**src/rtl/current_sense_adc_if.sv**
```systemverilog
// Pin-level bundle between the current-sense SPI master, its ADC and the status logic.
// The master modport is the SPI master side; the slave modport is the ADC/consumer side.
interface current_sense_adc_if;
    logic        enable;
    logic        CS_CLK;
    logic        CS;
    logic        CS_MISO;
    logic [12:0] current;
    logic        current_valid;
    logic        frame_error;

    modport master (
        input  enable,
        input  CS_MISO,
        output CS_CLK,
        output CS,
        output current,
        output current_valid,
        output frame_error
    );

    modport slave (
        output enable,
        output CS_MISO,
        input  CS_CLK,
        input  CS,
        input  current,
        input  current_valid,
        input  frame_error
    );
endinterface

```
**src/rtl/current_sense_adc.sv**
```systemverilog
// SPI master for the 12-bit motor current-sense ADC: periodic 16-bit frames, frame check,
// offset correction and a 2^AVG_LOG2 boxcar average driven out as a signed 13-bit current.
module current_sense_adc #(
    parameter int unsigned CLK_DIV       = 4,
    parameter int unsigned SAMPLE_PERIOD = 1600,
    parameter int unsigned ZERO_OFFSET   = 2048,
    parameter int unsigned AVG_LOG2      = 2
) (
    input  logic                CLK,
    input  logic                reset,
    current_sense_adc_if.master bus
);

    localparam int unsigned PeriodW = (SAMPLE_PERIOD > 1) ? $clog2(SAMPLE_PERIOD) : 1;
    localparam int unsigned DivW    = (CLK_DIV > 1) ? $clog2(CLK_DIV) : 1;
    localparam int unsigned AccW    = 13 + AVG_LOG2;
    localparam int unsigned CntW    = (AVG_LOG2 > 0) ? AVG_LOG2 : 1;

    localparam logic [PeriodW-1:0] PeriodLast = PeriodW'(SAMPLE_PERIOD - 1);
    localparam logic [DivW-1:0]    DivLast    = DivW'(CLK_DIV - 1);
    localparam logic [CntW-1:0]    CntLast    = CntW'((1 << AVG_LOG2) - 1);
    localparam logic [12:0]        Offset     = 13'(ZERO_OFFSET);

    typedef enum logic [1:0] {
        StIdle,
        StSetup,
        StShift,
        StQuiet
    } state_e;

    state_e                 state_q, state_d;
    logic [DivW-1:0]        div_q, div_d;
    logic [3:0]             bit_q, bit_d;
    logic                   cs_q, cs_d;
    logic                   sck_q, sck_d;
    logic [15:0]            shift_q, shift_d;
    logic [PeriodW-1:0]     period_q, period_d;
    logic signed [AccW-1:0] acc_q, acc_d;
    logic [CntW-1:0]        cnt_q, cnt_d;
    logic signed [12:0]     current_q, current_d;
    logic                   valid_q, valid_d;
    logic                   err_q, err_d;

    logic                   div_last;
    logic                   idle_ok;
    logic                   start;
    logic [12:0]            diff;
    logic signed [AccW-1:0] diff_ext;
    logic signed [AccW-1:0] acc_sum;
    logic signed [12:0]     avg;

    assign div_last = (div_q == DivLast);
    // The last QUIET cycle counts as idle so back-to-back frames need no extra gap cycle.
    assign idle_ok  = (state_q == StIdle) || ((state_q == StQuiet) && div_last);
    assign start    = bus.enable && (period_q == PeriodLast) && idle_ok;

    assign diff     = {1'b0, shift_q[11:0]} - Offset;
    assign diff_ext = AccW'($signed(diff));
    assign acc_sum  = acc_q + diff_ext;
    assign avg      = 13'(acc_sum >>> AVG_LOG2);

    always_comb begin
        state_d   = state_q;
        div_d     = div_q;
        bit_d     = bit_q;
        cs_d      = cs_q;
        sck_d     = sck_q;
        shift_d   = shift_q;
        period_d  = period_q;
        acc_d     = acc_q;
        cnt_d     = cnt_q;
        current_d = current_q;
        valid_d   = 1'b0;
        err_d     = 1'b0;

        // Saturate at the last count until the FSM is free to start the next frame.
        if (!bus.enable) begin
            period_d = '0;
        end else if (period_q == PeriodLast) begin
            if (start) begin
                period_d = '0;
            end
        end else begin
            period_d = period_q + 1'b1;
        end

        case (state_q)
            StIdle: begin
                if (start) begin
                    state_d = StSetup;
                    cs_d    = 1'b0;
                    sck_d   = 1'b1;
                    div_d   = '0;
                end
            end

            StSetup: begin
                if (div_last) begin
                    state_d = StShift;
                    sck_d   = 1'b0;
                    div_d   = '0;
                    bit_d   = '0;
                end else begin
                    div_d = div_q + 1'b1;
                end
            end

            StShift: begin
                if (!div_last) begin
                    div_d = div_q + 1'b1;
                end else begin
                    div_d = '0;
                    if (!sck_q) begin
                        sck_d   = 1'b1;
                        shift_d = {shift_q[14:0], bus.CS_MISO};
                    end else if (bit_q == 4'd15) begin
                        state_d = StQuiet;
                        cs_d    = 1'b1;
                    end else begin
                        sck_d = 1'b0;
                        bit_d = bit_q + 1'b1;
                    end
                end
            end

            StQuiet: begin
                // Results land in the cycle after CS rises.
                if (div_q == '0) begin
                    if (shift_q[15:12] != 4'd0) begin
                        err_d = 1'b1;
                    end else if (cnt_q == CntLast) begin
                        current_d = avg;
                        valid_d   = 1'b1;
                        acc_d     = '0;
                        cnt_d     = '0;
                    end else begin
                        acc_d = acc_sum;
                        cnt_d = cnt_q + 1'b1;
                    end
                end

                if (!div_last) begin
                    div_d = div_q + 1'b1;
                end else if (start) begin
                    state_d = StSetup;
                    cs_d    = 1'b0;
                    div_d   = '0;
                end else begin
                    state_d = StIdle;
                    div_d   = '0;
                end
            end

            default: begin
                state_d = StIdle;
            end
        endcase
    end

    always_ff @(posedge CLK or posedge reset) begin
        if (reset) begin
            state_q   <= StIdle;
            div_q     <= '0;
            bit_q     <= '0;
            cs_q      <= 1'b1;
            sck_q     <= 1'b1;
            shift_q   <= '0;
            period_q  <= '0;
            acc_q     <= '0;
            cnt_q     <= '0;
            current_q <= '0;
            valid_q   <= 1'b0;
            err_q     <= 1'b0;
        end else begin
            state_q   <= state_d;
            div_q     <= div_d;
            bit_q     <= bit_d;
            cs_q      <= cs_d;
            sck_q     <= sck_d;
            shift_q   <= shift_d;
            period_q  <= period_d;
            acc_q     <= acc_d;
            cnt_q     <= cnt_d;
            current_q <= current_d;
            valid_q   <= valid_d;
            err_q     <= err_d;
        end
    end

    assign bus.CS            = cs_q;
    assign bus.CS_CLK        = sck_q;
    assign bus.current       = current_q;
    assign bus.current_valid = valid_q;
    assign bus.frame_error   = err_q;

endmodule

```
**src/flat_wrapper.sv**
```systemverilog
// flat-port wrapper written by rule: the top's interface ports become plain ports
module current_sense_adc_flat 
#(
    parameter int unsigned CLK_DIV       = 4,
    parameter int unsigned SAMPLE_PERIOD = 1600,
    parameter int unsigned ZERO_OFFSET   = 2048,
    parameter int unsigned AVG_LOG2      = 2
)
  (CLK, reset, bus_enable, bus_CS_MISO, bus_CS_CLK, bus_CS, bus_current, bus_current_valid, bus_frame_error);
  current_sense_adc_if bus_i ();
  input  logic CLK;
  input  logic reset;
  input wire logic [$bits(bus_i.enable)-1:0] bus_enable;
  input wire logic [$bits(bus_i.CS_MISO)-1:0] bus_CS_MISO;
  output wire logic [$bits(bus_i.CS_CLK)-1:0] bus_CS_CLK;
  output wire logic [$bits(bus_i.CS)-1:0] bus_CS;
  output wire logic [$bits(bus_i.current)-1:0] bus_current;
  output wire logic [$bits(bus_i.current_valid)-1:0] bus_current_valid;
  output wire logic [$bits(bus_i.frame_error)-1:0] bus_frame_error;
  assign bus_i.enable = bus_enable;
  assign bus_i.CS_MISO = bus_CS_MISO;
  assign bus_CS_CLK = bus_i.CS_CLK;
  assign bus_CS = bus_i.CS;
  assign bus_current = bus_i.current;
  assign bus_current_valid = bus_i.current_valid;
  assign bus_frame_error = bus_i.frame_error;
  current_sense_adc #(.CLK_DIV(CLK_DIV), .SAMPLE_PERIOD(SAMPLE_PERIOD), .ZERO_OFFSET(ZERO_OFFSET), .AVG_LOG2(AVG_LOG2)) u_core (.CLK(CLK), .reset(reset), .bus(bus_i));
endmodule
```
**config.mk**
```make
export PLATFORM = sky130hd
export DESIGN_NAME = current_sense_adc_flat
export DESIGN_NICKNAME = d
export VERILOG_FILES = /design/src/rtl/current_sense_adc_if.sv /design/src/rtl/current_sense_adc.sv /design/src/flat_wrapper.sv
export SDC_FILE = /design/constraint.sdc
export NUM_CORES = 1
export LEC_CHECK = 0
export BUFFER_PORTS_ARGS = -buffer_cell sky130_fd_sc_hd__buf_2
export CAP_MARGIN = 20
export CORE_ASPECT_RATIO = 1.5
export CORE_MARGIN = 4
export CORE_UTILIZATION = 55
export CTS_CLUSTER_SIZE = 16
export DETAILED_ROUTE_END_ITERATION = 8
export PLACE_DENSITY_LB_ADDON = 0.08
export SYNTH_ARGS = -nofsm -noshare
export SYNTH_HDL_FRONTEND = slang
export SYNTH_SLANG_ARGS = --single-unit
```
**constraint.sdc**
```tcl
create_clock -name CLK -period 3.05 [get_ports CLK]
set_clock_uncertainty 0.2 [all_clocks]
set_input_delay 0.1525 -clock CLK [delete_from_list [all_inputs] [get_ports CLK]]
set_output_delay 0.1525 -clock CLK [all_outputs]
set_load 0.1 [all_outputs]
```
=== Word-level counts from Yosys, hierarchy flattened ===
Index checks and enable logic that the tools add are counted.

* Memories: 0
* Flip-flop bits (word level): 69
* Bits in read-only memories: 0
* Latch bits: 0
* Output and inout bits: 17
* RAM bits: 0

* Reduce and logical (&&, ||, !) cells: 18
* Multipliers: 0
* Divide/modulo/power cells: 0
* $lt $le $gt $ge: 0
* Add/subtract/negate cells: 6
* Eq/ne operators: 15
* Shifts and indexed selects: 0
* Mux-type cells: 40
* Bitwise logic cells: 2

{| class="wikitable"
|+ Operator list
! operator !! count
|-
| $mux W11 || 3
|-
| $mux W1 || 18
|-
| $mux W2 || 9
|-
| $mux W4 || 4
|-
| $add A15 B13 Y15 || 1
|-
| $mux W15 || 1
|-
| $sub A12 B12 Y13 const B || 1
|-
| $ne A2 B1 Y1 const B || 6
|-
| $add A11 B1 Y11 const B || 1
|-
| $eq A11 B11 Y1 const B || 1
|-
| $reduce_and A5 Y1 || 2
|-
| $eq A2 B2 Y1 const B || 4
|-
| $pmux W2 S4 || 1
|-
| $pmux W4 S2 || 1
|-
| $reduce_and A4 Y1 || 2
|-
| $pmux W1 S3 || 2
|-
| $reduce_and A3 Y1 || 2
|-
| $reduce_and A6 Y1 || 1
|-
| $reduce_bool A3 Y1 || 2
|-
| $add A2 B1 Y2 const B || 2
|-
| $add A4 B1 Y4 const B || 1
|-
| $eq A4 B4 Y1 const B || 1
|-
| $logic_not A2 Y1 || 2
|-
| $pmux W2 S2 || 1
|-
| other kinds (9) || 12
|}

=== Logic depth before layout (Yosys ltp) ===
Gate-level depths: netlist of the first run.

* Word-level depth: 7
* Gate-level depth with buffers: 9
* Depth with buffers taken out: 8

=== Least setup slack after synthesis of the first run ===
Ideal clock, no wire load.

* Path type: reg2reg
* From: reg u_core.shift_q[0]
* To: reg u_core.acc_q[14]
* Data required time: 2719 ps
* Stages on the path, launching flop included: 9
* Data arrival time: 2177 ps
* Clock period less this slack: 2507 ps
* Slack: 543 ps
* Library setup time: 131 ps
* Path buffers: 0
* Cell sequence: dfrtp_1 > ha_1 > fa_1 > a21o_2 > a31oi_4 > nor3_2 > or3_1 > a41oi_1 > o31ai_2

* Word-level cells in the longest chain between the ends: 3

{| class="wikitable"
|+ RTL lines
! element !! line !! text
|-
| start: declaration || current_sense_adc.sv:36 || <nowiki>logic [15:0] shift_q, shift_d;</nowiki>
|-
| start signal: assignment || current_sense_adc.sv:180 || <nowiki>shift_q <= shift_d;</nowiki>
|-
| $sub A12 B12 Y13 || current_sense_adc.sv:57 || <nowiki>assign diff = {1'b0, shift_q[11:0]} - Offset;</nowiki>
|-
| $add A15 B13 Y15 || current_sense_adc.sv:59 || <nowiki>assign acc_sum = acc_q + diff_ext;</nowiki>
|-
| $mux W15 || current_sense_adc.sv:131 || <nowiki>end else if (cnt_q == CntLast) begin</nowiki>
|-
| end signal: assignment || current_sense_adc.sv:169 || <nowiki>acc_q <= '0;</nowiki>
|-
| end signal: assignment || current_sense_adc.sv:182 || <nowiki>acc_q <= acc_d;</nowiki>
|-
| end: declaration || current_sense_adc.sv:38 || <nowiki>logic signed [AccW-1:0] acc_q, acc_d;</nowiki>
|}

Every way passes these cells.
A chain may end at the register's enable or synchronous reset.

=== Worst setup path after layout of the first run ===
Same ends and word-level chain as after synthesis.

==> impl_metrics.toml, run 1 <==
[routing]
finalWirelength_um = 7290
ant_nets = 0
drt_iter0_drc = 200
drcViolationCount = 0
via_count = 2773
wl_per_cell_um = 15.58
dr.pass1.iters = 4
viasPerCell = 5.925

[die]
ios = 21
placementRows = 36
initial_core_util = 0.5694
die_w_um = 75.38
dieArea_um2 = 8220
core_um2 = 6576
die_y_um = 109.1

[worst_hold_path]
hold_start = "u_core.bus.current[3]"
min_path_type = "flip-flop to flip-flop"

[logic_synthesis]
async_flop_share = 1.000
ys_types = 56
ys_seq_elements = 69
synthFlopType = "dfrtp_1"
synth_warnings = 0
synth-edff-count = 0
syn_nets = 386
syn_area_um2 = 3745
syn_inst = 357
avgSynthCellArea_um2 = 10.49
seq_area_frac_synth = 0.4617

[run_status]
status = "finished, final reports clean"

[cts]
post_cts_resize_count = 0
cts.clk_slew.worst_paths_ps = 70
cts_made_buffers = 9
root_buffer = "clkbuf_8"
cts_tree = "done"
cts_buffer_depth = 2
cts_max_level = 3
insertion_delay_ps = 350
cts.sinks = 69

[critical_path]
path_buf_inv = 0
cp-startpoint = "u_core.shift_q[0]"
criticalPathCategory = "flip-flop to flip-flop"
crit_path_end = "u_core.acc_q[14]"
crit_arrival_ps = 2670
r2r_setup_slack_ps = 400
r2r-end = "u_core.acc_q[14]"
cp_max_fo = 3
crit_path_cell_trace = "ha_1 -> fa_1 -> a21o_2 -> a31oi_4 -> nor3_2 -> or3_1 -> a41oi_1 -> o31ai_2"
worstSetupEndpointType = "flip-flop"
slowest_stage = "dfrtp_1"
worst_setup_path_start_kind = "flip-flop"
max_stage_delay_ps = 400
cp_top_family = "compound AO/OA/AOI/OAI gates"
crit_required_ps = 3070
timing.rr.start = "u_core.shift_q[0]"
crit_cells = 8
r2r_cells = 8

[cells_and_area]
syn_to_final_growth_pct = 10.76
finalNetCount = 416
fin_cells = 468
drive_gt1_frac = 0.1964
n_antenna_cell = 0

[timing]
slew_violations = 0
finalHoldViolations = 0
finalSetupViolCount = 0
maxSlewHeadroom = 0.4322
finalSetupTns_ps = 0
worst_hold_slack_ps = 268.5
clock.fmax_mhz = 377.5
rsz0062_at_grt = "no"
min_period_over_period = 0.8684
worst_pin_slew_ps = 851.8
period_minus_slack_ps = 2649

[pwr]
pwr-share-comb = 0.031
clockPowerShare = 0.407
switching_power_uw = 380.3
power.density_nw_per_um2 = 399.2
p_int_uw = 1276
switching_share = 0.2297
leakage_uw = 0.002066
ir_drop_v = 0.0004200
seq_power_share = 0.562

[global_routing]
grt_pass1_wl_um = 12520
track_usage = 0.2005
met1_usage = 0.2539
busiest_layer = "met2"
grtUsageMet3 = 0.03782
grt_util_met2 = 0.3164
antenna_found_initial = 0
grt_max_degree = 70
grt_overflow = 0
grt_pass1_vias = 2684

[placed_design]
gp_congestion = 0.9334
port_buffers = 20
dp_cells = 449
dp_hpwl_um = 5083

[job]
drv_cap = 0
[layer usage]
metal | share of wire | vias to the layer above
met1 | 0.44 | 1346
li1 | - | 1354
met4 | 0.032 | 0
met2 | 0.49 | 54
met5 | 0 | -
met3 | 0.031 | 19
[power by group through the flow]
stage / sequential [uW] / combinational, uW / clock, uW
4_1_cts: 930 / 53.1 / 699
5_1_grt: 931 / 60.4 / 737
3_5_place_dp: 948 / 50.0 / 0
2_1_floorplan: 946 / 38.4 / 0
3_3_place_gp: 948 / 49.4 / 0
6_report: 930 / 50.9 / 675
[cell type report]
type | count | area [um2]
inverters | 13 | 48.80
repair buffers | 29 | 175.2
clock inverters | 4 | 22.52
flip-flops and latches | 69 | 1729
well taps | 76 | 95.09
fillers | 556 | 2429
clock buffers | 12 | 155.1
multi-input cells | 265 | 1922
[cells by family (layout without fill, tap and decap cells)]
family,Yosys count,in the layout,synth area share
simple gates,102,102,0.1363
compound gates,92,92,0.1644
flops,69,69,0.4617
mux,26,26,0.07651
fa+ha+maj,25,25,0.08553
buf+inv,23,58,0.02506
xor+xnor,20,20,0.05045
[cell usage after synthesis (all sizes together) (5+ instances only)]
cell | n | share of area
a21o | 6 | 0.012
a21oi | 21 | 0.030
a22o | 7 | 0.016
and3 | 6 | 0.010
clkbuf | 9 | 0.0090
dfrtp | 67 | 0.45
ha | 24 | 0.080
inv | 13 | 0.013
mux2 | 21 | 0.063
mux2i | 5 | 0.013
nand2 | 43 | 0.043
nand3 | 16 | 0.021
nand4 | 6 | 0.012
nor2 | 17 | 0.018
o21ai | 29 | 0.039
o31ai | 6 | 0.013
xnor2 | 9 | 0.021
xor2 | 10 | 0.023
[registers in the layout, indices dropped and copies added, names as in the netlist, 2 cells and up]
| register | flops |
|---|---|
| u_core.period_q | 11 |
| u_core.bus.current | 13 |
| u_core.shift_q | 16 |
| u_core.state_q | 2 |
| u_core.acc_q | 15 |
| u_core.bit_q | 4 |
| u_core.cnt_q | 2 |
| u_core.div_q | 2 |
[how the worst min path moves through the flow]
| stage | endpoint | slack [ps] | cells past startpoint |
|---|---|---|---|
| final | u_core.bus.current[3] | 270 | 2 |
| after global routing | u_core.bus.current[3] | 300 | 2 |
| after CTS | u_core.bus.current[3] | 270 | 2 |
| after detailed placement | u_core.shift_q[0] | 190 | 2 |
| after global placement | u_core.shift_q[0] | 200 | 2 |
| after floorplan | u_core.period_q[7] | 80 | 1 |
[worst register-to-register path, cell delays in order, from the launching register on]
cell	delay (ps)
dfrtp_1	400
ha_1	230
fa_1	400
a21o_2	270
a31oi_4	210
nor3_2	80
or3_1	380
a41oi_1	270
o31ai_2	90
[repair_timing]
action,in CTS,in global routing
endpoints found under the setup margin,0,0
hold buffers,3,0
buffers inserted,0,0
hold endpoints to repair,69,0
[placed cells by master, fill, tap and decap left out, types with 2 or more instances in the layout]
cell,count
dfrtp_1,67
nand2_1,43
o21ai_0,28
ha_1,24
mux2_2,20
buf_2,20
a21oi_1,19
nand3_1,16
nor2_1,16
inv_1,11
clkbuf_8,11
xor2_1,10
xnor2_1,9
a22o_1,7
and3_1,6
buf_4,6
a21o_1,5
nand4_1,5
o31ai_1,5
mux2i_1,5
o2111ai_1,3
clkinv_2,3
dlygate4sd3_1,3
a211o_1,2
o21bai_1,2
a21oi_2,2
and2_1,2
a41oi_1,2
a21boi_0,2
or4_1,2
o311ai_0,2
inv_2,2
nor3_1,2
o22ai_1,2
dfstp_2,2
[through the flow]
step / setup slack [ps] / utilization / total power, uW / instance area [um2]
floorplan: 542.7 / - / 984.4 / 3745
global placement: 462.8 / 0.5991 / 997.1 / 3940
detailed placement: 407.8 / 0.5991 / 998.1 / 3940
CTS: 394.8 / 0.6307 / 1682 / 4148
global route: 297.7 / 0.6307 / 1729 / 4148
finish: 401.3 / 0.6307 / 1656 / 4148
Note: power is estimated with default switching activity, not from simulation.
==> inputs of run 2 (changes only) <==
- CORE_MARGIN: 4 -> 2
==> impl_metrics.toml, run 2 (synthesized netlist as in run 1, its figures left out) <==
[run_status]
status = "finished, final reports clean"

[timing]
worst_pin_slew_ps = 609.8
min_period_over_period = 0.8832
finalSetupTns_ps = 0
finalHoldViolations = 0
rsz0062_at_grt = "no"
maxSlewHeadroom = 0.5929
period_minus_slack_ps = 2694
worst_hold_slack_ps = 211.2
finalSetupViolCount = 0
clock.fmax_mhz = 371.2
slew_violations = 0

[cells_and_area]
n_antenna_cell = 0
finalNetCount = 418
largest_register_ffs = 16
syn_to_final_growth_pct = 11.09
drive_gt1_frac = 0.2030
largest_register = "u_core.shift_q"
final_cell_mix = "67 x dfrtp_1, 43 x nand2_1, 28 x o21ai_0"
utilization = 0.6370
final_common_cell = "dfrtp_1"

[pwr]
leakage_uw = 0.002056
ir_drop_v = 0.0003454
power.density_nw_per_um2 = 395.1

[cts]
post_cts_resize_count = 0
cts_buffer_depth = 2
cts.clk_slew.worst_paths_ps = 80
ctsHoldBuffers = 3
postCtsSetupRepairBufs = 0
insertion_delay_ps = 350
root_buffer = "clkbuf_8"
cts_made_buffers = 9
cts.sinks = 69
cts_tree = "done"
cts_max_level = 3

[placed_design]
port_buffers = 20
gp_congestion = 0.8795
dp_hpwl_um = 5346

[critical_path]
crit_arrival_ps = 2720
cp_max_fo = 3
worstSetupEndpointType = "flip-flop"
worst_setup_path_start_kind = "flip-flop"
crit_path_cell_trace = "ha_1 -> fa_1 -> a21o_2 -> a31oi_4 -> nor3_2 -> or3_1 -> a41oi_1 -> o31ai_2"
r2r_cells = 8
slowest_stage = "dfrtp_1"
criticalPathCategory = "flip-flop to flip-flop"
crit_required_ps = 3080
max_stage_delay_ps = 410

[die]
initial_core_util = 0.5734
ios = 21
dieArea_um2 = 7499
die_y_um = 105.1
placementRows = 36
die_w_um = 71.38
core_um2 = 6531

[global_routing]
grt_overflow = 0
grt_max_degree = 29
antenna_found_initial = 0
track_usage = 0.2144
grt_pass1_vias = 2786
grt_pass1_wl_um = 12760

[routing]
ant_nets = 0
wl_per_cell_um = 15.69
drcViolationCount = 0
viasPerCell = 5.883
via_count = 2765
finalWirelength_um = 7373
dr.pass1.iters = 4
drt_iter0_drc = 106

[job]
drv_cap = 0

[worst_hold_path]
min_path_type = "primary input to asynchronous set/reset pin"
[run 2: cell count changes in the layout (fill, tap and decap cells not counted)]
cell / before / now
clkinvlp_4: 1 / 5
clkinv_2: 3 / 1
buf_4: 6 / 8
inv_6: 0 / 1
clkbuf_1: 1 / 0
clkbuf_8: 11 / 9
[run 2: cell type report]
class / count / area, um2
Timing Repair Buffer: 31 / 190.2
Sequential cell: 69 / 1729
Tap cell: 76 / 95.09
Inverter: 13 / 48.80
Multi-Input combinational cell: 265 / 1922
Fill cell: 557 / 2371
Clock inverter: 7 / 51.30
Clock buffer: 9 / 123.9
[run 2: final timing paths]
kind                                       start               endpoint  slack (ps)
min reg2reg                u_core.bus.current[0]  u_core.bus.current[0]         270
max reg2reg                    u_core.shift_q[0]       u_core.acc_q[14]         360
max                            u_core.shift_q[0]       u_core.acc_q[14]         360
max in group asynchronous                  reset     u_core.shift_q[13]        1710
min                                        reset     u_core.period_q[7]         210
min in group CLK           u_core.bus.current[0]  u_core.bus.current[0]         270
[run 2: critical path, delay by kind of cell (launching register included)]
kind	cells	cell delay, ps
compound gates	4	850
fa+ha+maj	2	650
flops	1	410
simple gates	2	460
[run 2: per-layer routing]
| metal | GRT usage | share of wire |
|---|---|---|
| met2 | 0.3505 | 0.51 |
| met1 | 0.2706 | 0.43 |
| met3 | 0.03954 | 0.035 |
| met4 | 0.1011 | 0.023 |
| met5 | 0 | 0 |
[run 2: stage by stage]
| stage | cell area [um2] | std cells | worst slack (ps) | total power [uW] |
|---|---|---|---|---|
| after floorplan | 3745 | 357 | 542.7 | 984.4 |
| after global placement | 3955 | 451 | 462.6 | 998.6 |
| after detailed placement | 3955 | 451 | 391.3 | 1000 |
| after CTS | 4160 | 470 | 344.0 | 1673 |
| after global routing | 4160 | 470 | 229.3 | 1715 |
| final | 4160 | 470 | 356.3 | 1644 |
[run 2: power breakdown]
part           leakage [uW]  switching [uW]  internal, uW
registers          0.000919            7.67           922
clock network     0.0000739             365           295
logic               0.00106            34.9          18.5
total               0.00206             408          1240
==> inputs of run 3 (changes only) <==
- CORE_ASPECT_RATIO: 1.5 -> 0.5
- clock period: 3.05 -> 2.4 ns (I/O delays scaled with it)
==> impl_metrics.toml, run 3 (synthesized netlist as in run 1, its figures left out) <==
[critical_path]
max_stage_delay_ps = 400
crit_arrival_ps = 2470
slowest_stage = "dfrtp_1"
worst_setup_path_start_kind = "flip-flop"
worstSetupEndpointType = "flip-flop"
criticalPathCategory = "flip-flop to flip-flop"
path_buf_inv = 0
crit_required_ps = 2410
cp_top_family = "compound AO/OA/AOI/OAI gates"
cp_max_fo = 3
crit_path_cell_trace = "ha_4 -> fa_2 -> a21o_4 -> a31oi_4 -> nor3_2 -> or3_4 -> a41oi_2 -> o31ai_2"

[cells_and_area]
n_antenna_cell = 0
final-seq-area_um2 = 1729
final_cell_mix = "67 x dfrtp_1, 42 x nand2_1, 27 x o21ai_0"
multi_input_area_um2 = 2031
drive_gt1_frac = 0.2774
largest_register_ffs = 16
final_common_cell = "dfrtp_1"
largest_register = "u_core.shift_q"
n_fill_cell = 532
syn_to_final_growth_pct = 22.12
finalInstanceArea_um2 = 4573
finalNetCount = 435
utilization = 0.6879

[cts]
cts.clk_slew.worst_paths_ps = 60
insertion_delay_ps = 330
root_buffer = "clkbuf_16"
cts.sinks = 69
cts_made_buffers = 9
cts_tree = "done"
cts_max_level = 3
cts_buffer_depth = 2

[global_routing]
grt_overflow = 0
track_usage = 0.2377
grt_max_degree = 53
grt_pass1_vias = 2969
antenna_found_initial = 0
grt_pass1_wl_um = 13930

[pwr]
ir_drop_v = 0.0003403
p_int_uw = 2087
clockPowerShare = 0.519
seq_power_share = 0.452
switching_power_uw = 537.4
leakage_uw = 0.002244
switching_share = 0.2047
pwr-share-comb = 0.029
power.density_nw_per_um2 = 574.0

[die]
ios = 21
dieArea_um2 = 7525
initial_core_util = 0.5633
core_um2 = 6648
die_w_um = 120.7
die_y_um = 62.35
placementRows = 21

[placed_design]
dp_hpwl_um = 5581
gp_congestion = 0.8744
port_buffers = 20
place_area_um2 = 4110

[timing]
maxSlewHeadroom = 0.6786
fin_ws_ps = -59.54
finalSetupTns_ps = -115.8
finalHoldViolations = 0
worst_pin_slew_ps = 477.0
rsz0062_at_grt = "yes"
slew_violations = 0
min_period_over_period = 1.025
period_minus_slack_ps = 2460
finalSetupViolCount = 4
clock.fmax_mhz = 406.6

[routing]
wl_per_cell_um = 15.93
viasPerCell = 5.835
via_count = 2935
finalWirelength_um = 8012
dr.pass1.iters = 4
drt_iter0_drc = 141
ant_nets = 0
drcViolationCount = 0

[run_status]
violations = "negative setup slack"
status = "complete, but fails checks"

[job]
drv_cap = 0

[worst_hold_path]
min_path_type = "primary input to asynchronous set/reset pin"
## run 3: power groups by stage
stage                     Combinational (uW)  Clock [uW]  Sequential, uW
after global placement                  68.6           0            1200
after global routing                    87.2        1450            1190
after detailed placement                72.1           0            1210
after CTS                               77.5        1390            1190
final                                   76.6        1360            1190
after floorplan                         48.8           0            1200
## run 3: what timing repair did
item,4_1_cts,5_1_grt
resized for setup,5,18
endpoints found under the setup margin,4,11
hold buffers,3,0
endpoints found under the hold margin,71,0
pin swaps,5,9
buffers inserted,2,0
## run 3: final cells by class
cell class | instances | area share
clock buffers | 12 | 0.05828
clock inverters | 4 | 0.009850
inverters | 13 | 0.01067
multi-input cells | 265 | 0.4440
flip-flops and latches | 69 | 0.3781
well taps | 92 | 0.02517
repair buffers | 48 | 0.07387
## run 3: metrics by stage
| stage | power, uW | hold WS (ps) | instances | worst slack [ps] |
|---|---|---|---|---|
| 2_1_floorplan | 1251 | 48.59 | 357 | 27.62 |
| 3_3_place_gp | 1272 | -75.75 | 482 | -21.66 |
| 5_1_grt | 2721 | 142.3 | 503 | -152.7 |
| 6_report | 2625 | 117.2 | 503 | -59.54 |
| 3_5_place_dp | 1277 | -68.39 | 482 | -90.92 |
| 4_1_cts | 2652 | 123.4 | 503 | -91.15 |
## run 3: worst register-to-register path: stages, from the launching register on
cell	delay, ps
dfrtp_1	400
ha_4	180
fa_2	370
a21o_4	230
a31oi_4	200
nor3_2	90
or3_4	350
a41oi_2	220
o31ai_2	90
## run 3: worst paths after layout
path,startpoint,endpoint,slack [ps],cells after the start
setup / recovery,u_core.acc_q[0],u_core.acc_q[14],-60,8
hold / removal,reset,u_core.period_q[4],120,3
setup reg to reg,u_core.acc_q[0],u_core.acc_q[14],-60,8
hold reg to reg,u_core.bus.current[3],u_core.bus.current[3],270,2
max in group asynchronous,reset,u_core.acc_q[9],1290,4
min in group CLK,u_core.bus.current[3],u_core.bus.current[3],270,2
## run 3: routing by layer
metal | part of all wire | track usage | wire, um
met5 | 0 | 0 | 0
met3 | 0.043 | 0.06066 | 345
met2 | 0.48 | 0.3856 | 3812
met1 | 0.47 | 0.3070 | 3729
met4 | 0.016 | 0.09448 | 125
